===== src/rtl/csa_pipe_adder.sv =====
// csa_pipe_adder: pipelined carry-select adder/subtractor.
// An input rank captures the operands, then each of the WIDTH/SEG stages
// resolves one SEG-bit segment. A stage forms both possible segment sums
// (carry-in 0 and 1) and selects one with the carry registered by the
// previous stage. Unconsumed operand bits and finished sum bits travel
// alongside the carry in per-stage skew registers.
// WIDTH must be a multiple of SEG and at least 8.
//
// Handshake: a bundle moves on a rising edge where valid and ready are both 1.
// Ready must not depend on valid, and a producer holds its bundle stable
// until it is taken. Here the whole pipe advances when
// adv = out_ready | ~out_valid, and in_ready is adv itself.
module csa_pipe_adder #(
    parameter int WIDTH = 16,
    parameter int SEG   = 4
) (
    input  logic             clk,
    input  logic             rst,
    input  logic             in_valid,
    output logic             in_ready,
    input  logic [WIDTH-1:0] A,
    input  logic [WIDTH-1:0] B,
    input  logic             cin,
    input  logic             sub,
    output logic             out_valid,
    input  logic             out_ready,
    output logic [WIDTH-1:0] Sum,
    output logic             CarryOut,
    output logic             Overflow
);

    localparam int STAGES = WIDTH / SEG;

    // Rank 0 is the input capture; rank k+1 holds the result of stage k.
    logic             vldR [0:STAGES];
    logic             cR   [0:STAGES];
    logic [WIDTH-1:0] sR   [0:STAGES];
    logic [WIDTH-1:0] aR   [0:STAGES-1];
    logic [WIDTH-1:0] bR   [0:STAGES-1];
    logic             ovfR;

    logic             adv;
    logic [SEG-1:0]   aSeg;
    logic [SEG-1:0]   bSeg;
    logic [SEG:0]     sum0;
    logic [SEG:0]     sum1;
    logic [SEG:0]     segSel;
    logic [WIDTH-1:0] nxtSum   [0:STAGES-1];
    logic             nxtCarry [0:STAGES-1];
    logic             nxtOvf;

    assign adv       = out_ready | ~vldR[STAGES];
    assign in_ready  = adv;
    assign out_valid = vldR[STAGES];
    assign Sum       = sR[STAGES];
    assign CarryOut  = cR[STAGES];
    assign Overflow  = ovfR;

    // Per-stage carry-select: two segment sums, picked by the incoming carry.
    always_comb begin
        aSeg   = '0;
        bSeg   = '0;
        sum0   = '0;
        sum1   = '0;
        segSel = '0;
        for (int k = 0; k < STAGES; k++) begin
            aSeg        = aR[k][k*SEG +: SEG];
            bSeg        = bR[k][k*SEG +: SEG];
            sum0        = {1'b0, aSeg} + {1'b0, bSeg};
            sum1        = sum0 + {{SEG{1'b0}}, 1'b1};
            segSel      = cR[k] ? sum1 : sum0;
            nxtSum[k]   = sR[k];
            nxtSum[k][k*SEG +: SEG] = segSel[SEG-1:0];
            nxtCarry[k] = segSel[SEG];
        end
        // Signed overflow: operand MSBs agree but the sum MSB differs.
        nxtOvf = (aR[STAGES-1][WIDTH-1] == bR[STAGES-1][WIDTH-1]) &&
                 (nxtSum[STAGES-1][WIDTH-1] != aR[STAGES-1][WIDTH-1]);
    end

    // Whole pipe shifts one rank on adv, holds otherwise; reset empties it.
    always_ff @(posedge clk or posedge rst) begin
        if (rst) begin
            for (int k = 0; k <= STAGES; k++) begin
                vldR[k] <= 1'b0;
                cR[k]   <= 1'b0;
                sR[k]   <= '0;
            end
            for (int k = 0; k < STAGES; k++) begin
                aR[k] <= '0;
                bR[k] <= '0;
            end
            ovfR <= 1'b0;
        end else if (adv) begin
            // Subtraction is A + ~B + 1, so the carry-in is forced high.
            vldR[0] <= in_valid;
            aR[0]   <= A;
            bR[0]   <= sub ? ~B : B;
            cR[0]   <= sub | cin;
            sR[0]   <= '0;
            for (int k = 0; k < STAGES; k++) begin
                vldR[k+1] <= vldR[k];
                sR[k+1]   <= nxtSum[k];
                cR[k+1]   <= nxtCarry[k];
            end
            for (int k = 0; k < STAGES - 1; k++) begin
                aR[k+1] <= aR[k];
                bR[k+1] <= bR[k];
            end
            ovfR <= nxtOvf;
        end
    end

endmodule

===== config.mk =====
export PLATFORM = sky130hd
export DESIGN_NAME = csa_pipe_adder
export DESIGN_NICKNAME = d
export VERILOG_FILES = /design/src/rtl/csa_pipe_adder.sv
export SDC_FILE = /design/constraint.sdc
export NUM_CORES = 1
export LEC_CHECK = 0
export CAP_MARGIN = 10
export CORE_AREA = 2 2 147 149
export DETAILED_ROUTE_END_ITERATION = 6
export DIE_AREA = 0 0 149 151
export GPL_ROUTABILITY_DRIVEN = 0
export GPL_TIMING_DRIVEN = 1
export HOLD_SLACK_MARGIN = 0.03
export PLACE_DENSITY = 0.49
export SETUP_SLACK_MARGIN = 0.1
export SLEW_MARGIN = 20
export SYNTH_ARGS = -nofsm -noshare
export SYNTH_HDL_FRONTEND = slang
export SYNTH_SLANG_ARGS = --single-unit

===== constraint.sdc =====
create_clock -name clk -period 8.65 [get_ports clk]
set_input_delay 1.2975 -clock clk [delete_from_list [all_inputs] [get_ports clk]]
set_output_delay 1.2975 -clock clk [all_outputs]
set_load 0.01 [all_outputs]

* Yosys cells after proc, flatten, opt, wreduce, memory -nomap -nowiden *
Index checks and enable logic that the tools add are counted.

word-level totals
  input port bits = 38
  bits in registers = 179

cells by class
  multiplexer cells = 5
  equality and inequality tests = 2
  reductions and logical operators = 1
  bitwise gates (word level) = 4
  add/subtract/negate cells = 8

operators by type and width
  operator                                     count
  adder 4 x 4 -> 5 bit                         4
  adder 5 x 1 -> 5 bit, second input constant  4
  2-to-1 mux 5 bit                             4
  2-to-1 mux 16 bit                            1
  NOT 16 bit                                   1
  OR 1 bit                                     2
  == test 1 bit                                1
  logical AND 1 bit                            1
  inequality test 1 bit                        1
  NOT 1 bit                                    1

* Logic depth before layout (Yosys ltp) *
Gate-level depths: netlist of run 1.

  word-level depth = 5
  gate-level depth with buffers = 10
  mapped depth without buffers = 10

* Worst setup path before layout of run 1 *
No wires, ideal clock.

  path kind = input to output
  start = input out_ready
  end = output in_ready
  cell stages on the path = 3
  data required time = 7.352 ns
  path slack = 5.447 ns
  path buffers = 1
  arrival = 1.906 ns
  cells stage by stage = nor2b_1 -> clkinv_1 -> clkbuf_1

between the ends
  word-level cells in the longest chain between the ends = 1

ends and longest elaborated chain
  what                line  text
  start: declaration  26    input logic out_ready,
  OR 1 bit            52    assign adv = out_ready | ~vldR[STAGES];
  end: declaration    20    output logic in_ready,

Every way passes these cells.

* Worst setup path after layout of run 1 *
Ends and elaborated chain as after synthesis.

==> impl_metrics.yaml, run 1 <==
grt:
  grt_pass1_wl_um: 19900
  antenna_found_initial: 0
  grt_pass1_vias: 4129
  grt-ovfl-total: 0
  grtUsageTotal: 0.113
  grt_max_degree: 110
worst_setup_path:
  start_kind: "input port"
  crit_top_cell: "clkdlybuf4s50_1"
  cp_slowest_stage_delay_ns: 0.70
  cp_max_fo: 41
  crit_path_cell_trace: "clkdlybuf4s50_1, nor2b_4, clkinv_2, clkdlybuf4s50_1"
  required_ns: 7.35
  crit_path_end_kind: "output port"
  path_buf_inv: 3
  path_class: "in2out"
  crit_family: "buffers and inverters"
  worst_ep_arrival_time_ns: 3.58
  crit_slowest_cell: "nor2b_4"
routing:
  postRouteAntennaNets: 0
  routed-via-count: 4027
  dr.pass1.iters: 6
  vias_per_cell: 4.18
  drt_iter0_markers: 198
  post-route-drc-count: 0
  wire_per_inst_um: 11.7
  drt_wl_total_um: 11300
die:
  core_sq_um: 20800
  dieHeight_um: 151
  start_util: 0.278
  num_rows: 53
  die_x_um: 149
  die-area_sq_um: 22500
  io-pin-count: 58
clocking:
  cts_root_buf: "clkbuf_16"
  h-tree-depth: 4
  clkTransAtPathRegs_ns: 0.05
  cts_tree: "yes"
  clockBufferDepth: 2
  postCtsSetupBuffers: 0
  post_cts_resized: 0
  holdBufCountCts: 0
  cts.sinks: 131
  cts_buffers: 17
  clk_latency_ns: 0.42
sta:
  fin_crit_ns: 4.88
  relSlewSlack: 0.314
  setup_tns_ns: 0
  final.period_utilization: 0.564
  clock.fmax_mhz: 205
  worst_slew_pin_slew_ns: 1.03
  rsz0062_at_grt: "no"
  final-max-slew-violation-count: 0
  skew_ns: 0.00727
  setup_viol: 0
  whs_ns: 0.461
  hold_viol_final: 0
synth:
  ys_top_cells_by_count: "nand2_1 (306), dfrtp_1 (131), o21ai_0 (32)"
  yosys.area.top_type: "dfrtp_1"
  syn_inst: 627
  async_reset_ff_frac: 1.00
  yosysTopAreaCellShare: 0.567
  synth-seq-cells: 131
  syn_nets: 689
  netlist_area_sq_um: 5780
  yosysWarnings: 0
  synth_seq_area_share: 0.567
  synthFlopType: "dfrtp_1"
  syn-mean-instance-area_sq_um: 9.23
  yosysMostFrequentCell: "nand2_1"
  synth_edf_count: 0
  synth.distinct_cells: 28
  synth.area.top_cells: "dfrtp_1 (57%), nand2_1 (20%), xnor2_1 (4.5%)"
power_and_ir_drop:
  power_leakage_nw: 3.49
  power_mw: 2.76
  power_frac_comb: 0.360
  p_int_mw: 1.78
  swShare: 0.355
  p_per_area_nw_per_um2: 383
  p_clk_frac: 0.256
  p_switching_mw: 0.979
  seq_power_share: 0.383
  peakVddDrop_mv: 0.179
final_layout:
  area_delta_synth_final_pct: 24.3
  final_nets: 737
  final_cells: 963
  fillers: 2173
  antennaDiodeCount: 0
  layout-drive-gt1-share: 0.0625
placement:
  dpl.cell_count: 931
  portBuffers: 57
  hpwl_um: 7440
run:
  maxCapViolations: 0
status:
  status: "completed"
worst_hold_path:
  hp-class: "reg2reg"
## cell families (layout without fill, tap and decap cells)
kind of cell | Yosys count | after routing | share of synthesized area
buffers and inverters | 38 | 99 | 0.0273
multiplexers | 4 | 4 | 0.00692
adder cells (fa/ha/maj) | 24 | 24 | 0.0571
flip-flops | 131 | 131 | 0.567
AO/OA/AOI/OAI | 60 | 60 | 0.0588
XOR/XNOR | 38 | 38 | 0.0601
AND/OR/NAND/NOR | 332 | 332 | 0.223
## layout make-up
class	count	area (sq um)	area share
tap	275	344	0.0478
sequential	131	3280	0.456
inverter	7	30.0	0.00418
timing repair buffer	60	597	0.0830
clock buffer	19	453	0.0630
clock inverter	13	134	0.0186
multi-input combinational	458	2360	0.328
## per-layer routing
layer | global-route usage | share of wire | vias up
li1 | - | - | 2072
met1 | 0.147 | 0.50 | 1888
met2 | 0.175 | 0.45 | 54
met3 | 0.0331 | 0.036 | 13
met4 | 0.0500 | 0.018 | 0
met5 | 0 | 0 | -
## power by group through the flow
stage | Clock (mW) | Combinational [mW] | Sequential (mW)
floorplan | 0 | 0.733 | 1.03
global placement | 0 | 0.979 | 1.07
detailed placement | 0 | 1.01 | 1.07
CTS | 0.729 | 1.01 | 1.06
global route | 0.751 | 1.16 | 1.10
finish | 0.707 | 0.994 | 1.06
## state kept, by name, summed over array words and instances, names as in the netlist
name       cells
CarryOut       1
Overflow       1
Sum           16
aR            40
bR            40
cR             4
nxtSum        24
out_valid      1
vldR           4
## worst paths after layout
| kind | startpoint | end | slack (ns) | cells past startpoint |
|---|---|---|---|---|
| min | Sum[8]$_DFFE_PP0P_ | Sum[8]$_DFFE_PP0P_ | 0.46 | 2 |
| max in group asynchronous | rst | nxtSum[11]$_DFFE_PP0P_ | 6.20 | 3 |
| min reg2reg | Sum[8]$_DFFE_PP0P_ | Sum[8]$_DFFE_PP0P_ | 0.46 | 2 |
| max | out_ready | in_ready | 3.77 | 4 |
| max reg2reg | out_valid$_DFFE_PP0P_ | nxtSum[23]$_DFFE_PP0P_ | 6.05 | 5 |
| min in group asynchronous | rst | aR[63]$_DFFE_PP0P_ | 1.31 | 2 |
## worst min-delay path, stage by stage (launching register included)
cell and delay [ns]:
dfrtp_1 0.34, nand2_1 0.05, nand2_1 0.05
## stage by stage
| step | area [sq um] | setup slack (ns) | util |
|---|---|---|---|
| after floorplan | 5780 | 3.85 | - |
| after global placement | 6600 | 3.73 | 0.317 |
| after detailed placement | 6600 | 3.71 | 0.317 |
| after CTS | 7190 | 3.71 | 0.345 |
| after global routing | 7190 | 3.56 | 0.345 |
| final | 7190 | 3.77 | 0.345 |
## placed cells by master (no fill, tap or decap)
cell type	count
clkinv_2	7
a21o_2	1
o21ai_0	32
nand3_1	1
buf_6	1
a21oi_1	16
clkinv_4	4
bufinv_16	2
fa_1	4
and2_1	6
clkbuf_8	2
a31o_1	3
mux2i_1	4
xor2_1	6
dfrtp_1	131
a21o_1	7
nor2b_4	1
buf_4	2
or3_1	3
xnor2_1	30
nor3_1	1
nor3_2	1
nand2b_1	1
nor2_1	9
inv_1	5
o31ai_2	1
inv_6	1
ha_1	20
inv_4	1
nand2_1	306
xnor2_2	1
clkdlybuf4s50_1	57
nand4_1	3
clkbuf_16	17
xor2_2	1
Power figures use the tool's default switching activity.
==> run 2: changes to the inputs <==
Settings changed: PLACE_DENSITY 0.49 to 0.5.
Clock period 8.65 ns to 4.2 ns, I/O delays scaled along.
==> impl_metrics.yaml, run 2 (synthesis gave the netlist of run 1 again) <==
worst_setup_path:
  path_class: "in2reg"
  crit_path_end_kind: "register"
  start_kind: "input port"
  cp_max_fo: 88
  required_ns: 4.55
  worst_ep_arrival_time_ns: 2.88
die:
  dieHeight_um: 151
  die-area_sq_um: 22500
  num_rows: 53
  core_sq_um: 20800
  start_util: 0.278
  io-pin-count: 58
  die_x_um: 149
routing:
  postRouteAntennaNets: 0
  routed-via-count: 3948
  wire_per_inst_um: 11.8
  drt_iter0_markers: 208
  drt_wl_total_um: 11400
  dr.pass1.iters: 4
  vias_per_cell: 4.08
  post-route-drc-count: 0
grt:
  grtUsageTotal: 0.112
  grt_pass1_vias: 3886
  grt_max_degree: 89
  grt_pass1_wl_um: 19800
  antenna_found_initial: 0
  grt-ovfl-total: 0
final_layout:
  fillers: 2205
  final_common_cell: "nand2_1"
  mostFrequentLayoutCells: "nand2_1 (306), dfrtp_1 (131), clkdlybuf4s50_1 (57)"
  antennaDiodeCount: 0
  layout-drive-gt1-share: 0.0679
  area_delta_synth_final_pct: 27.1
  final_nets: 741
sta:
  clock.fmax_mhz: 395
  skew_ns: 0.00934
  final.period_utilization: 0.602
  relSlewSlack: 0.415
  worst_slew_pin_slew_ns: 0.875
  fin_crit_ns: 2.53
  setup_ws_ns: 1.67
  rsz0062_at_grt: "no"
  hold_viol_final: 0
  setup_tns_ns: 0
  setup_viol: 0
  final-max-slew-violation-count: 0
clocking:
  h-tree-depth: 4
  cts_root_buf: "clkbuf_16"
  postCtsSetupBuffers: 0
  clkTransAtPathRegs_ns: 0.06
  cts_buffers: 17
  cts.sinks: 131
  post_cts_resized: 0
  holdBufCountCts: 0
  clockBufferDepth: 2
  clk_latency_ns: 0.41
  cts_tree: "yes"
placement:
  place_ws_ns: 1.25
  hpwl_um: 7540
  portBuffers: 57
power_and_ir_drop:
  power_leakage_nw: 3.54
  p_per_area_nw_per_um2: 811
  power_mw: 5.96
  peakVddDrop_mv: 0.350
run:
  maxCapViolations: 0
worst_hold_path:
  hp-class: "reg2reg"
status:
  status: "completed"
[run 2: cell count changes in the layout (fill, tap and decap cells not counted), sizes merged]
cell / change
clkinv: -8
bufinv: +5
clkinvlp: +5
buf: +4
inv: -2
[run 2: metrics by stage]
stage / area, sq um / util / hold slack (ns) / instances
final: 7350 / 0.353 / 0.459 / 967
after global routing: 7350 / 0.353 / 0.483 / 967
after CTS: 7350 / 0.353 / 0.462 / 967
after detailed placement: 6650 / 0.319 / 0.448 / 935
after global placement: 6650 / 0.319 / 0.442 / 935
after floorplan: 5790 / - / 0.430 / 627
[run 2: path summary, 6_finish.rpt]
| path | start | to | slack [ns] | depth (start not counted) |
|---|---|---|---|---|
| max in group asynchronous | rst | aR[25]$_DFFE_PP0P_ | 2.82 | 3 |
| max | out_ready | cR[1]$_DFFE_PP0P_ | 1.67 | 6 |
| min in group asynchronous | rst | vldR[1]$_DFFE_PP0P_ | 0.60 | 2 |
| max reg2reg | aR[24]$_DFFE_PP0P_ | cR[1]$_DFFE_PP0P_ | 1.96 | 7 |
| min reg2reg | vldR[1]$_DFFE_PP0P_ | vldR[1]$_DFFE_PP0P_ | 0.46 | 2 |
| min | vldR[1]$_DFFE_PP0P_ | vldR[1]$_DFFE_PP0P_ | 0.46 | 2 |
[run 2: final cells by class]
| type | instances | area, sq um | area share |
|---|---|---|---|
| clock buffers | 19 | 453 | 0.0616 |
| flip-flops and latches | 131 | 3280 | 0.446 |
| well taps | 275 | 344 | 0.0468 |
| multi-input cells | 458 | 2360 | 0.320 |
| inverters | 7 | 31.3 | 0.00425 |
| clock inverters | 13 | 254 | 0.0345 |
| repair buffers | 64 | 636 | 0.0865 |
[run 2: power breakdown]
group          leakage [nW]  internal (mW)  switching [mW]
Sequential             1.59           1.83           0.337
Clock                 0.331           1.20           0.559
Combinational          1.62          0.933            1.10
[run 2: routing by layer]
metal,vias to the layer above,track usage,share of wire
li1,2082,-,-
met1,1806,0.161,0.52
met2,51,0.162,0.43
met3,9,0.0280,0.029
met4,0,0.0457,0.013
met5,-,0,0
[run 2: critical path: stages]
cell and delay, ns:
clkdlybuf4s50_1 0.44, nor2b_4 0.13, buf_4 0.62, buf_4 0.62
and2_1 0.21, a31o_1 0.09
==> RTL change 1: new RTL, config.mk and constraints of run 2 <==
The parameter `WIDTH` goes from 16 to 14.
--- a/src/rtl/csa_pipe_adder.sv
+++ b/src/rtl/csa_pipe_adder.sv
@@ -11,7 +11,7 @@
 // until it is taken. Here the whole pipe advances when
 // adv = out_ready | ~out_valid, and in_ready is adv itself.
 module csa_pipe_adder #(
-    parameter int WIDTH = 16,
+    parameter int WIDTH = 14,
     parameter int SEG   = 4
 ) (
     input  logic             clk,
Ports: changed (resized A, B and Sum); port bits go from 58 to 52. The function was not compared with the original's and may differ.
==> RTL change 1 against run 2 <==
- design area down 30%
- routed wire length down 22%
- worst setup slack better by 41 ps
- sequential cell count down 44
- first-iteration DRC count down 28%
- total power down 36%
- non-clock buffer count down 12
- area after synthesis down 29%
==> RTL change 1: results (changes against run 2) <==
* Final Skew at 7.43 ps (was 9.34 ps)
* CP arrival at 1860 ps (was 2880 ps)
* Clock Path Buffers at 2 (unchanged)
* Post-CTS Resized at 0 (unchanged)
* N_diodes at 0 (unchanged)
* Fraction of layout cells with a size suffix above 1 at 0.0606 (was 0.0679)
* CTS Buf Count at 9 (was 17)
* FF-to-FF path depth at 9 (was 7)
* Status: complete, no violations (unchanged)
* Finished Layout Cells at 770 (was 967)
* Largest net degree at the start of global routing at 99 (was 89)
* Cell variety after synth at 38 (was 28)
* Top area cells in the synthesized netlist: dfrtp_1, nand2_1, ha_1 (was dfrtp_1, nand2_1, xnor2_1)
* Synth Flop Type: dfrtp_1 (unchanged)
* Final layout net count at 542 (was 741)
* Port bufs at 47 (was 57)
* Gate Count Post-Synth at 452 (was 627)
* Pleak at 2.37 nW (was 3.54 nW)
* DRT iter0 DRCs at 149 (was 208)
* Vias at 2,919 (was 3,948)
* Initial antenna violation count at 0 (unchanged)
* Post-DP Area at 4850 um2 (was 6650 um2)
* Post-synth EDFFs at 0 (unchanged)
* Post-synth top cells: nand2_1, dfrtp_1, o21ai_0 (unchanged)
* Worst slack at placement at 1690 ps (was 1250 ps)
* Seq/Total Area, Yosys at 0.530 (was 0.567)
* Drt pass-1 iters at 4 (unchanged)
* Skew-Pair Late Insertion Delay at 340 ps (was 410 ps)
* Cells after DPL at 754 (was 935)
* Post-DP HPWL at 5830 um (was 7540 um)
* Max VDD drop at 348 uV (was 350 uV)
* First-pass GRT wire length at 14,800 um (was 19,800 um)
* Synth Area in XOR/XNOR at 0.0524 (was 0.0601)
* Multiplexer share of the synthesized area at 0 (was 0.00692)
* Ys async rst share at 1.00 (unchanged)
* Synth Area in Compound Gates at 0.0826 (was 0.0588)
* Post-Synth Adder-Cell Area at 0.0603 (was 0.0571)
* Hold path depth at 2 (unchanged)
* Hold Crit Class: flop to flop (unchanged)
* Avg WL per Cell at 11.5 um (was 11.8 um)
* CTS root buf: clkbuf_16 (unchanged)
* Synth warnings at 0 (unchanged)
* Worst Tran Pin Value at 957 ps (was 875 ps)
* Reg clk slew, reported paths at 60 ps (about the same)
* H-tree levels at 3 (was 4)
* Setup repair bufs after CTS at 0 (unchanged)
* CP max FO at 4 (was 88)
* Top flop regs: aR (27), bR (27)
* Total track usage at 0.0852 (was 0.112)
==> RTL change 1: cell types whose count changed in the layout (fill, tap and decap cells not counted), sizes merged, moves of 6 or more <==
| cell | before | now |
|---|---|---|
| clkbuf | 19 | 11 |
| o21ai | 32 | 25 |
| clkdlybuf4s50 | 57 | 47 |
| a21o | 8 | 0 |
| xnor2 | 31 | 18 |
| dfrtp | 131 | 87 |
| and2 | 6 | 0 |
| inv | 5 | 13 |
| nand2 | 306 | 190 |
| a21oi | 16 | 9 |
==> RTL change 1: metal layers <==
| metal | GRT usage | routed length [um] | up-vias |
|---|---|---|---|
| met2 | 0.133 | 4090 | 40 |
| met1 | 0.112 | 4310 | 1349 |
| li1 | - | - | 1522 |
| met3 | 0.0241 | 310 | 8 |
| met4 | 0.0314 | 142 | 0 |
| met5 | 0 | 0 | - |
==> RTL change 1: path summary, 6_finish.rpt <==
check	start	endpoint	slack, ps
min reg2reg	vldR[1]	vldR[1]	460
max	out_ready	in_ready	1710
max reg2reg	aR[18]	cR[1]	1830
max in group asynchronous	rst	nxtSum[4]	2590
min in group asynchronous	rst	bR[37]	700
min	vldR[1]	vldR[1]	460
==> RTL change 1: power breakdown <==
part           switching [mW]  internal (mW)
Combinational           0.851          0.707
Sequential              0.205           1.21
Clock                   0.337          0.538
Total                    1.39           2.45
==> RTL change 1: kinds of logic (layout without fill, tap and decap cells) <==
kind of cell / Yosys count / in the layout
simple gates: 232 / 232
compound gates: 52 / 52
fa+ha+maj: 18 / 18
other cells: 1 / 2
xor+xnor: 22 / 22
buf+inv: 40 / 82
flops: 87 / 87
==> RTL change 1: critical path, stage by stage <==
cell and delay (ps):
clkdlybuf4s50_1 510, nor2b_4 50, inv_2 110, clkdlybuf4s50_1 560
==> RTL change 1: cell type report <==
type / instances / area, um2
fillers: 2297 / 15600
flip-flops and latches: 87 / 2180
multi-input cells: 326 / 1770
repair buffers: 52 / 508
well taps: 275 / 344
clock buffers: 11 / 243
clock inverters: 5 / 81.3
inverters: 14 / 53.8
==> RTL change 2: new RTL, config.mk and constraints of run 2 <==
Without the edit above. Put one more register stage on the output `Overflow`, without a reset. The value now appears one clock later. The other outputs are not delayed to match.
--- a/src/rtl/csa_pipe_adder.sv
+++ b/src/rtl/csa_pipe_adder.sv
@@ -54,7 +54,9 @@
     assign out_valid = vldR[STAGES];
     assign Sum       = sR[STAGES];
     assign CarryOut  = cR[STAGES];
-    assign Overflow  = ovfR;
+    always_ff @(posedge clk) begin
+        Overflow <= ovfR;
+    end
 
     // Per-stage carry-select: two segment sums, picked by the incoming carry.
     always_comb begin
Check against the original RTL: not equivalent (a bounded check fails within 10 cycles, from zero or initial values and one cycle with rst high).
==> RTL change 2 against run 2 <==
- synthesized cell count up 0.16%
- clock skew fell by 1.8 ps
- design area decreased by 0.37%
- total power is 2.1% lower
- area after synthesis grew 0.35%
- highest routed layer unchanged
- sequential cell count increased by 1
- routed wire length rose by 4.7%
- worst setup slack gained 11 ps
- largest cell class unchanged
==> RTL change 2: results (changes against run 2) <==
* Synth Area in XOR/XNOR at 0.0599 (was 0.0601)
* Non-clock buffer share at 0.0895 (was 0.0865)
* CP max FO at 3 (was 88)
* Fraction of layout cells with a size suffix above 1 at 0.0677 (was 0.0679)
* Cells after DPL at 936 (was 935)
* Sequential share of cell area at 0.450 (was 0.446)
* Final Util at 0.352 (was 0.353)
* Final Skew at 7.51 ps (was 9.34 ps)
* Multiplexer share of the synthesized area at 0.00690 (was 0.00692)
* Top area cells in the synthesized netlist: dfrtp_1, nand2_1, xnor2_1 (unchanged)
* Crit-path slowest cell: clkdlybuf4s50_1 (was buf_4)
* Switching power of the nets at 2.02 mW (was 2.00 mW)
* First-pass GRT wire length at 20,500 um (was 19,800 um)
* Largest net degree at the start of global routing at 85 (was 89)
* Syn_nets at 690 (was 689)
* Post-DP Area at 6670 um2 (was 6650 um2)
* Final layout net count at 743 (was 741)
* Crit path capture: in_ready (was cR[1])
* Total track usage at 0.117 (was 0.112)
* Post-Synth Adder-Cell Area at 0.0569 (was 0.0571)
* Non-CTS buffers at 65 (was 64)
* Worst Tran Pin Value at 958 ps (was 875 ps)
* Ys async rst share at 0.992 (was 1.00)
* CTS Sinks at 132 (was 131)
* Avg WL per Cell at 12.3 um (was 11.8 um)
* Routed vias/inst at 4.13 (was 4.08)
* Clk pwr at 1.62 mW (was 1.76 mW)
* # fillers at 2,182 (was 2,205)
* Status: complete, no violations (unchanged)
* Clkbuf count at 18 (was 19)
* Slowest stage delay, CP at 570 ps (was 620 ps)
* Drt pass-1 iters at 5 (was 4)
* Finished Layout Cells at 969 (was 967)
* Hold endpoint: Overflow (was vldR[1])
* Post-DP HPWL at 7700 um (was 7540 um)
-- RTL change 2: metal layers --
layer / routed length [um] / share of wire / global-route usage / vias up
li1: - / - / - / 2088
met4: 229 / 0.019 / 0.0486 / 0
met1: 6210 / 0.52 / 0.166 / 1832
met3: 340 / 0.029 / 0.0298 / 18
met5: 0 / 0 / 0 / -
met2: 5120 / 0.43 / 0.171 / 63
-- RTL change 2: worst register-to-register path, cell delays in order, from the launching register on --
cell,delay (ps)
dfrtp_1,390
ha_1,230
fa_1,540
ha_1,150
and2_1,160
nand2_1,70
or3_1,370
a31o_1,220
-- RTL change 2: per-stage QoR --
| stage | total power, mW | worst slack (ps) | hold slack, ps |
|---|---|---|---|
| floorplan | 3.66 | 1950 | 347 |
| finish | 5.84 | 1680 | 373 |
| global placement | 4.25 | 1500 | 375 |
| global route | 6.37 | 1650 | 394 |
| CTS | 5.94 | 1660 | 382 |
| detailed placement | 4.30 | 1460 | 367 |
